### src/rtl/fetch_if.sv
// Fetch-path bus bundle: instruction-memory request/response and the
// instruction-queue head presented to decode.
// master = fetch sequencer side, slave = memory/decode environment side.
interface fetch_if;
  logic        mem_req_valid;
  logic        mem_req_ready;
  logic [31:0] mem_req_addr;
  logic        mem_resp_valid;
  logic [31:0] mem_resp_data;
  logic        inst_valid;
  logic        inst_ready;
  logic [31:0] inst_data;
  logic [31:0] inst_pc;

  modport master (
    output mem_req_valid, mem_req_addr, inst_valid, inst_data, inst_pc,
    input  mem_req_ready, mem_resp_valid, mem_resp_data, inst_ready
  );

  modport slave (
    input  mem_req_valid, mem_req_addr, inst_valid, inst_data, inst_pc,
    output mem_req_ready, mem_resp_valid, mem_resp_data, inst_ready
  );
endinterface

### src/rtl/fetch_ctrl.sv
// Instruction-fetch sequencer: owns the PC, issues one instruction-memory
// read at a time, queues returned words for decode and handles redirects
// by flushing the queue and dropping the stale in-flight response.
// Optional macro FETCH_PERF_CNT_EN adds saturating performance counters.
module fetch_ctrl #(
  parameter logic [31:0] RESET_PC = 32'h0000_0000,
  parameter int          QDEPTH   = 2
) (
  input  logic        clk,
  input  logic        rst,
  input  logic        redirect_valid,
  input  logic [31:0] redirect_pc,
  fetch_if.master     bus,
  output logic        busy
`ifdef FETCH_PERF_CNT_EN
  ,
  output logic [31:0] perf_fetch_cnt,
  output logic [31:0] perf_stall_cnt,
  output logic [15:0] perf_flush_cnt
`endif
);

  localparam logic [1:0] ST_ISSUE = 2'd0;
  localparam logic [1:0] ST_WAIT  = 2'd1;
  localparam logic [1:0] ST_DRAIN = 2'd2;

  localparam int QAW = $clog2(QDEPTH);
  localparam int CW  = $clog2(QDEPTH) + 1;
  localparam logic [CW-1:0]  QFULL   = CW'(QDEPTH);
  localparam logic [CW-1:0]  CNT_ONE = CW'(1);
  localparam logic [QAW-1:0] PTR_ONE = QAW'(1);
  localparam logic [31:0]    ALIGN   = 32'hFFFF_FFFC;

  logic [1:0]     state;
  logic [31:0]    pc;
  logic [31:0]    req_pc;
  logic           boot;
  logic [CW-1:0]  count;
  logic [QAW-1:0] wr_ptr;
  logic [QAW-1:0] rd_ptr;
  logic [31:0]    q_data [QDEPTH];
  logic [31:0]    q_pc   [QDEPTH];

  logic full;
  logic accept;
  logic push;
  logic pop;

  // Request/queue handshakes; the request is held off for one cycle after
  // reset so the memory port comes up idle.
  always_comb begin
    full              = (count == QFULL);
    bus.mem_req_valid = (state == ST_ISSUE) && !boot && !full;
    bus.mem_req_addr  = pc;
    accept            = bus.mem_req_valid && bus.mem_req_ready;
    push              = (state == ST_WAIT) && bus.mem_resp_valid && !redirect_valid;
    bus.inst_valid    = (count != '0);
    pop               = bus.inst_valid && bus.inst_ready && !redirect_valid;
    bus.inst_data     = bus.inst_valid ? q_data[rd_ptr] : '0;
    bus.inst_pc       = bus.inst_valid ? q_pc[rd_ptr]   : '0;
    busy              = (state == ST_WAIT) || (state == ST_DRAIN);
  end

  // Sequencer state, PC and queue pointers; a redirect flushes the queue and
  // turns an outstanding request into one to be drained.
  always_ff @(posedge clk) begin
    if (rst) begin
      state  <= ST_ISSUE;
      pc     <= RESET_PC & ALIGN;
      boot   <= 1'b1;
      count  <= '0;
      wr_ptr <= '0;
      rd_ptr <= '0;
    end else begin
      boot <= 1'b0;
      if (redirect_valid) begin
        pc     <= redirect_pc & ALIGN;
        count  <= '0;
        wr_ptr <= '0;
        rd_ptr <= '0;
        case (state)
          ST_ISSUE: if (accept) state <= ST_DRAIN;
          ST_WAIT:  state <= bus.mem_resp_valid ? ST_ISSUE : ST_DRAIN;
          ST_DRAIN: if (bus.mem_resp_valid) state <= ST_ISSUE;
          default:  state <= ST_ISSUE;
        endcase
      end else begin
        case (state)
          ST_ISSUE: if (accept) begin
            pc    <= pc + 32'd4;
            state <= ST_WAIT;
          end
          ST_WAIT:  if (bus.mem_resp_valid) state <= ST_ISSUE;
          ST_DRAIN: if (bus.mem_resp_valid) state <= ST_ISSUE;
          default:  state <= ST_ISSUE;
        endcase
        if (push) wr_ptr <= wr_ptr + PTR_ONE;
        if (pop)  rd_ptr <= rd_ptr + PTR_ONE;
        if (push && !pop)      count <= count + CNT_ONE;
        else if (!push && pop) count <= count - CNT_ONE;
      end
    end
  end

  // Request PC and queue storage are pure data and carry no reset.
  always_ff @(posedge clk) begin
    if (accept) req_pc <= pc;
    if (push) begin
      q_data[wr_ptr] <= bus.mem_resp_data;
      q_pc[wr_ptr]   <= req_pc;
    end
  end

`ifdef FETCH_PERF_CNT_EN
  // Saturating event counters: words fetched, full-queue stalls, redirects.
  always_ff @(posedge clk) begin
    if (rst) begin
      perf_fetch_cnt <= '0;
      perf_stall_cnt <= '0;
      perf_flush_cnt <= '0;
    end else begin
      if (push && (perf_fetch_cnt != '1))
        perf_fetch_cnt <= perf_fetch_cnt + 32'd1;
      if ((state == ST_ISSUE) && full && (perf_stall_cnt != '1))
        perf_stall_cnt <= perf_stall_cnt + 32'd1;
      if (redirect_valid && (perf_flush_cnt != '1))
        perf_flush_cnt <= perf_flush_cnt + 16'd1;
    end
  end
`endif

endmodule
### src/flat_wrapper.sv
// flat-port wrapper written by rule: the top's interface ports become plain ports
module fetch_ctrl_flat 
#(
  parameter logic [31:0] RESET_PC = 32'h0000_0000,
  parameter int          QDEPTH   = 2
)
  (clk, rst, redirect_valid, redirect_pc, busy, bus_mem_req_valid, bus_mem_req_addr, bus_inst_valid, bus_inst_data, bus_inst_pc, bus_mem_req_ready, bus_mem_resp_valid, bus_mem_resp_data, bus_inst_ready);
  fetch_if bus_i ();
  input  logic clk;
  input  logic rst;
  input  logic redirect_valid;
  input  logic [31:0] redirect_pc;
  output logic busy;
  output wire logic [$bits(bus_i.mem_req_valid)-1:0] bus_mem_req_valid;
  output wire logic [$bits(bus_i.mem_req_addr)-1:0] bus_mem_req_addr;
  output wire logic [$bits(bus_i.inst_valid)-1:0] bus_inst_valid;
  output wire logic [$bits(bus_i.inst_data)-1:0] bus_inst_data;
  output wire logic [$bits(bus_i.inst_pc)-1:0] bus_inst_pc;
  input wire logic [$bits(bus_i.mem_req_ready)-1:0] bus_mem_req_ready;
  input wire logic [$bits(bus_i.mem_resp_valid)-1:0] bus_mem_resp_valid;
  input wire logic [$bits(bus_i.mem_resp_data)-1:0] bus_mem_resp_data;
  input wire logic [$bits(bus_i.inst_ready)-1:0] bus_inst_ready;
  assign bus_mem_req_valid = bus_i.mem_req_valid;
  assign bus_mem_req_addr = bus_i.mem_req_addr;
  assign bus_inst_valid = bus_i.inst_valid;
  assign bus_inst_data = bus_i.inst_data;
  assign bus_inst_pc = bus_i.inst_pc;
  assign bus_i.mem_req_ready = bus_mem_req_ready;
  assign bus_i.mem_resp_valid = bus_mem_resp_valid;
  assign bus_i.mem_resp_data = bus_mem_resp_data;
  assign bus_i.inst_ready = bus_inst_ready;
  fetch_ctrl #(.RESET_PC(RESET_PC), .QDEPTH(QDEPTH)) u_core (.clk(clk), .rst(rst), .redirect_valid(redirect_valid), .redirect_pc(redirect_pc), .bus(bus_i), .busy(busy));
endmodule
### config.mk
export PLATFORM = sky130hd
export DESIGN_NAME = fetch_ctrl_flat
export DESIGN_NICKNAME = d
export VERILOG_FILES = /design/src/rtl/fetch_if.sv /design/src/rtl/fetch_ctrl.sv /design/src/flat_wrapper.sv
export SDC_FILE = /design/constraint.sdc
export NUM_CORES = 1
export LEC_CHECK = 0
export CELL_PAD_IN_SITES_DETAIL_PLACEMENT = 2
export CELL_PAD_IN_SITES_GLOBAL_PLACEMENT = 2
export CORE_UTILIZATION = 34
export CTS_CLUSTER_DIAMETER = 150
export DETAILED_ROUTE_END_ITERATION = 8
export GPL_ROUTABILITY_DRIVEN = 1
export PLACE_DENSITY_LB_ADDON = 0.1
export SLEW_MARGIN = 10
export SYNTH_ARGS = -nofsm -noshare
export SYNTH_HDL_FRONTEND = slang
export SYNTH_SLANG_ARGS = --single-unit
### constraint.sdc
create_clock -name clk -period 6.8 [get_ports clk]
set_input_delay 1.02 -clock clk [delete_from_list [all_inputs] [get_ports clk]]
set_output_delay 1.02 -clock clk [all_outputs]
set_load 0.1 [all_outputs]
==> flow_summary.yaml, run 1 <==
global_route:
  grt_pass1_vias: 5666
  antenna_found_initial: 0
  overflow: 0
  grt_pass1_wl_um: 31300
  grt_max_degree: 67
  grt_usage: 0.176
clock_tree:
  cts_tree: "built"
  postCtsHoldBufs: 0
  htreeDepth: 4
  cts_root_buf: "clkbuf_16"
  cts-buffers-inserted: 17
  cts_setup_buffers: 0
  clkTransAtPathRegs_ps: 70
  clkLatencyLatePin_ps: 440
  cts_resized: 0
  cts.sinks: 192
  cts_max_path_buffers: 2
sta:
  rsz0062_at_grt: "false"
  setup_viol: 0
  tightest_slew_ps: 1160
  fmax_mhz: 232
  finClkSkew_ps: 16.4
  slew_violations: 0
  min_period_ps: 4310
  tns_ps: 0
  max-slew-margin-rel: 0.219
  worst_slack_ps: 2490
  period_share: 0.633
  finalHoldViolations: 0
  whs_ps: 445
placement:
  dp_hpwl_um: 13000
  gp_congestion: 0.703
  post-place-ws_ps: 2890
  io_buffers: 162
  dp_cells: 997
worst_setup_path:
  cp_num_buf_inv: 2
  cp-start-kind: "register"
  slowest_delay_ps: 1170
  worstSetupPathType: "register to output pin"
  cp_data_arrival_time_ps: 3290
  critical_path.top_delay_family: "buffers and inverters"
  critPathRequiredTime_ps: 5780
  worstPathMaxFanout: 46
  end_kind: "output pin"
  cp_cell_sequence: "buf_4 -> mux2i_1 -> nor2_1 -> clkdlybuf4s50_1"
  crit_path_top_delay_cell: "clkdlybuf4s50_1"
synthesis:
  syn_area_um2: 7820
  synth_seq_area_share: 0.689
  avgSynthCellArea_um2: 13.7
  synthCells: 572
  ys_types: 37
  ys_ff_latch: 192
  yosys_warnings: 0
drt:
  firstDrtPassIters: 4
  ant_nets: 0
  vias_per_cell: 4.90
  wirelength_um: 19800
  route.detailed.wl_per_inst_um: 19.3
  dr_total_vias: 5046
  drc: 0
  drtIter0Drc: 141
worst_hold_path:
  hold_path_class: "register to register"
die:
  ios: 169
  die_y_um: 154
  core.rowCount: 55
  coreArea_um2: 22600
  die_x_um: 154
  start_util: 0.346
  die-area_um2: 23600
run:
  drv_cap: 0
run_status:
  status: "completed"
power_and_ir_drop:
  p_leak_nw: 3.42
  p_per_area_nw_per_um2: 285
  peakVddDrop_uv: 213
layout:
  stdcell_count: 1029
  syn2layout_area_growth_pct: 31.9
  final_nets: 807
  drive_gt1_frac: 0.0645
  post-route-util: 0.457
  antenna_cells: 0
metrics by stage:
step | power (mW) | instance area [um2]
after floorplan | 1.80 | 7830
after global placement | 1.94 | 9710
after detailed placement | 1.96 | 9710
after CTS | 2.97 | 10300
after global routing | 3.05 | 10300
final | 2.94 | 10300
area by class of cell:
| type | instances | area [um2] |
|---|---|---|
| Inverter | 31 | 116 |
| Clock inverter | 15 | 171 |
| Timing Repair Buffer | 168 | 1660 |
| Clock buffer | 17 | 425 |
| Sequential cell | 192 | 5390 |
| Tap cell | 285 | 357 |
| Multi-Input combinational cell | 321 | 2190 |
| Fill cell | 2203 | 12300 |
layout by cell type, fill, tap and decap left out, types with 6 or more instances in the layout:
cell type | netlist | final
buf_4 | 5 | 6
nand4_1 | 15 | 15
nor3_1 | 8 | 7
clkbuf_16 | 0 | 17
xor2_1 | 6 | 6
ha_1 | 6 | 6
mux2i_1 | 69 | 69
nor2_1 | 79 | 78
nand2_1 | 14 | 14
nand3_1 | 14 | 14
dfxtp_1 | 38 | 37
a21oi_1 | 25 | 25
inv_1 | 31 | 31
o21a_1 | 23 | 23
xnor2_1 | 28 | 28
clkdlybuf4s50_1 | 0 | 161
edfxtp_1 | 154 | 154
registers in the layout, summed over array words and instances, names as in the netlist, named ones only:
register                 flops
u_core.count                 2
u_core.boot                  1
u_core.q_pc                 60
u_core.wr_ptr                1
u_core.req_pc               30
u_core.bus.mem_req_addr     30
u_core.state                 2
u_core.q_data               64
u_core.rd_ptr                1
Yosys cell counts:
| master | instances | area (um2) |
|---|---|---|
| nand2_1 | 14 | 52.6 |
| and3_1 | 3 | 18.8 |
| edfxtp_1 | 154 | 4620 |
| nor4_2 | 1 | 12.5 |
| nand3b_1 | 1 | 7.51 |
| nand4_1 | 15 | 93.8 |
| buf_1 | 2 | 7.51 |
| buf_6 | 1 | 11.3 |
| a22oi_1 | 1 | 7.51 |
| inv_1 | 31 | 116 |
| xor2_1 | 6 | 52.6 |
| xnor2_1 | 28 | 245 |
| ha_1 | 6 | 75.1 |
| mux2i_1 | 69 | 691 |
| nor4b_1 | 1 | 8.76 |
| buf_4 | 5 | 37.5 |
| mux2_2 | 1 | 11.3 |
| and4_1 | 1 | 8.76 |
| a21o_1 | 1 | 7.51 |
| nor2b_1 | 3 | 18.8 |
| nor4_1 | 4 | 25.0 |
| o21a_1 | 23 | 173 |
| dfxtp_1 | 38 | 761 |
| nor3_1 | 8 | 40.0 |
| and2_1 | 4 | 25.0 |
| o31a_1 | 1 | 8.76 |
| nand2b_1 | 3 | 18.8 |
| o21ai_0 | 1 | 5.00 |
| nand4_2 | 1 | 12.5 |
| nand3_1 | 14 | 70.1 |
| a21oi_1 | 25 | 125 |
| conb_1 | 1 | 3.75 |
| clkbuf_1 | 16 | 60.1 |
| nor4_4 | 2 | 42.5 |
| nor2_1 | 79 | 297 |
| or2_2 | 1 | 6.26 |
| buf_2 | 7 | 35.0 |
cell families after synthesis:
family,after synthesis,synth area share
AO/OA/AOI/OAI,52,0.0418
flip-flops,192,0.689
buffers and inverters,62,0.0343
AND/OR/NAND/NOR,155,0.0970
adder cells (fa/ha/maj),6,0.00960
XOR/XNOR,34,0.0381
other,1,0.000480
multiplexers,70,0.0898
worst paths after layout:
path,cells after the start,to,startpoint,slack (ps)
hold reg to reg,0,u_core.q_pc[1][6]$_DFFE_PP_,u_core.req_pc[6]$_DFFE_PP_,450
hold / removal,0,u_core.q_pc[1][6]$_DFFE_PP_,u_core.req_pc[6]$_DFFE_PP_,450
setup reg to reg,5,u_core.bus.mem_req_addr[24]$_SDFFE_PP0P_,u_core.bus.mem_req_addr[7]$_SDFFE_PP0P_,4260
setup / recovery,4,bus_inst_pc[4],register,2490
per-layer routing:
metal  vias to the layer above  track usage  share of wire
li1                       2354            -              -
met4                         0       0.0700          0.020
met2                       111        0.322           0.53
met1                      2557        0.202           0.42
met5                         -            0              0
met3                        24       0.0347          0.035
where the power goes:
part	switching [mW]	internal [mW]
clock	0.483	0.525
sequential	0.0445	1.35
combinational	0.394	0.148
(Power assumes the default switching activity.)
==> inputs of run 2 (changes only) <==
==> constraint.sdc (replaced) <==
create_clock -name clk -period 4.2 [get_ports clk]
set_input_delay 0.63 -clock clk [delete_from_list [all_inputs] [get_ports clk]]
set_output_delay 0.63 -clock clk [all_outputs]
set_load 0.1 [all_outputs]
==> run 2 against run 1 <==
  * Critical path depth unchanged
  * Clock skew fell by 4.7 ps
  * Setup slack got worse by 1800 ps
  * Non-clock buffer count rose by 1
  * Sequential power increased by 62%
  * Combinational power is 62% higher
  * Hold slack better by 2.1 ps
  * Final cell count about the same
  * Die area unchanged
  * Register-to-register slack worse by 2500 ps
  * Total power grew 63%
  * Sequential cell count unchanged
  * Critical endpoint is now bus_inst_pc[5]
  * Highest routed layer unchanged
==> flow_summary.yaml, run 2 (same netlist as run 1, synthesis figures left out) <==
global_route:
  grt_pass1_wl_um: 31700
  grt_usage: 0.178
  grt_max_degree: 63
  grt_pass1_vias: 5602
  antenna_found_initial: 0
  overflow: 0
worst_setup_path:
  reg2reg_slack_ps: 1750
  cp-start-kind: "register"
  cp_cell_sequence: "nor2_4 -> buf_4 -> nor2_1 -> clkdlybuf4s50_1"
  worstPathMaxFanout: 22
  r2r_cells: 5
  rr_startpoint: "u_core.bus.mem_req_addr[7]$_SDFFE_PP0P_"
  crit_path_top_delay_cell: "clkdlybuf4s50_1"
  critPathRequiredTime_ps: 3570
  cp_data_arrival_time_ps: 2840
  worstSetupPathType: "register to output pin"
  end_kind: "output pin"
  r2r-end: "u_core.bus.mem_req_addr[27]$_SDFFE_PP0P_"
  slowest_delay_ps: 970
sta:
  fmax_mhz: 288
  finalHoldViolations: 0
  slew_violations: 0
  rsz0062_at_grt: "false"
  tightest_slew_ps: 1110
  setup_viol: 0
  period_share: 0.826
  whs_ps: 448
  finClkSkew_ps: 11.6
  tns_ps: 0
  max-slew-margin-rel: 0.251
  min_period_ps: 3470
clock_tree:
  cts_setup_buffers: 0
  cts_root_buf: "clkbuf_16"
  htreeDepth: 4
  cts_max_path_buffers: 2
  cts-buffers-inserted: 17
  postCtsHoldBufs: 0
  cts_resized: 0
  cts_tree: "built"
  clkLatencyLatePin_ps: 430
  cts.sinks: 192
  clkTransAtPathRegs_ps: 70
power_and_ir_drop:
  power.switching_mw: 1.43
  p_clk_frac: 0.346
  p_sw_frac: 0.298
  comb_power_share: 0.184
  p_per_area_nw_per_um2: 469
  seqPwrFrac: 0.471
  finalPower_mw: 4.79
  p_leak_nw: 3.50
  peakVddDrop_uv: 310
  p_int_mw: 3.36
die:
  ios: 169
  die_y_um: 154
  die-area_um2: 23600
  core.rowCount: 55
  coreArea_um2: 22600
  start_util: 0.346
  die_x_um: 154
drt:
  wirelength_um: 20200
  ant_nets: 0
  route.detailed.wl_per_inst_um: 19.6
  drc: 0
  dr_total_vias: 5018
  firstDrtPassIters: 4
  vias_per_cell: 4.87
  drtIter0Drc: 136
layout:
  post-route-util: 0.452
  final_nets: 808
  layout_common_cells: "154 x edfxtp_1, 116 x clkdlybuf4s50_1, 78 x nor2_1, 69 x mux2i_1, 52 x buf_4"
  drive_gt1_frac: 0.122
  antenna_cells: 0
  largest-register: "u_core.q_data"
  top_regs: "u_core.q_data: 64 flops, u_core.q_pc: 60 flops"
  largest_register_ffs: 64
  syn2layout_area_growth_pct: 30.6
  fillers: 2209
  stdcell_count: 1030
  final_common_cell: "edfxtp_1"
run:
  drv_cap: 0
worst_hold_path:
  hold_path_class: "register to register"
  whs_path_depth: 0
  hold_end: "u_core.q_pc[0][18]$_DFFE_PP_"
  hp-start: "u_core.req_pc[18]$_DFFE_PP_"
placement:
  dp_hpwl_um: 13500
  io_buffers: 162
  dp_cells: 998
  gp_congestion: 0.729
run_status:
  status: "completed"
==> run 2: cell types whose count changed in the layout (fill, tap and decap cells not counted), sizes merged <==
cell,delta
clkinvlp,+1
clkinv,-2
clkdlybuf4s50,-45
inv,-4
bufinv,+2
clkbuf,+3
buf,+46
==> run 2: worst max path at each step <==
stage,from,to,slack [ps],depth (start not counted)
finish,u_core.count[0]$_SDFFE_PP0P_,bus_inst_pc[5],730,4
global route,u_core.count[0]$_SDFFE_PP0P_,bus_inst_pc[8],540,4
CTS,u_core.count[0]$_SDFFE_PP0P_,bus_inst_pc[8],630,4
detailed placement,u_core.count[0]$_SDFFE_PP0P_,bus_inst_pc[8],1110,4
global placement,u_core.count[0]$_SDFFE_PP0P_,bus_inst_pc[5],1180,4
floorplan,redirect_valid,u_core.q_data[0][0]$_DFFE_PP_,270,3
==> run 2: metal layers <==
| metal | up-vias | track usage | wire, um |
|---|---|---|---|
| met2 | 120 | 0.330 | 10700 |
| li1 | 2357 | - | - |
| met5 | - | 0 | 0 |
| met1 | 2529 | 0.209 | 8630 |
| met4 | 0 | 0.0438 | 178 |
| met3 | 12 | 0.0372 | 709 |
==> run 2: layout make-up <==
class	instances	area (um2)	area share
inverters	31	116	0.0114
clock inverters	12	160	0.0157
flip-flops and latches	192	5390	0.528
well taps	285	357	0.0349
multi-input cells	321	2200	0.215
clock buffers	20	437	0.0428
repair buffers	169	1560	0.152
==> run 2: metrics by stage <==
| stage | worst slack [ps] | instance area [um2] |
|---|---|---|
| 2_1_floorplan | 266 | 7830 |
| 4_1_cts | 629 | 10200 |
| 5_1_grt | 545 | 10200 |
| 6_report | 729 | 10200 |
| 3_5_place_dp | 1110 | 9610 |
| 3_3_place_gp | 1180 | 9610 |
==> run 2: critical path, delay by kind of cell (launching register included) <==
| kind | cells | cell delay (ps) |
|---|---|---|
| buffers and inverters | 2 | 1330 |
| AND/OR/NAND/NOR | 2 | 700 |
| flip-flops | 1 | 380 |
==> run 2: power by group through the flow <==
stage               registers [mW]  clock network (mW)  logic, mW
finish                        2.25                1.66      0.880
global route                  2.27                1.77      0.928
CTS                           2.26                1.70      0.892
detailed placement            2.30                   0      0.889
global placement              2.28                   0      0.856
floorplan                     2.41                   0      0.494
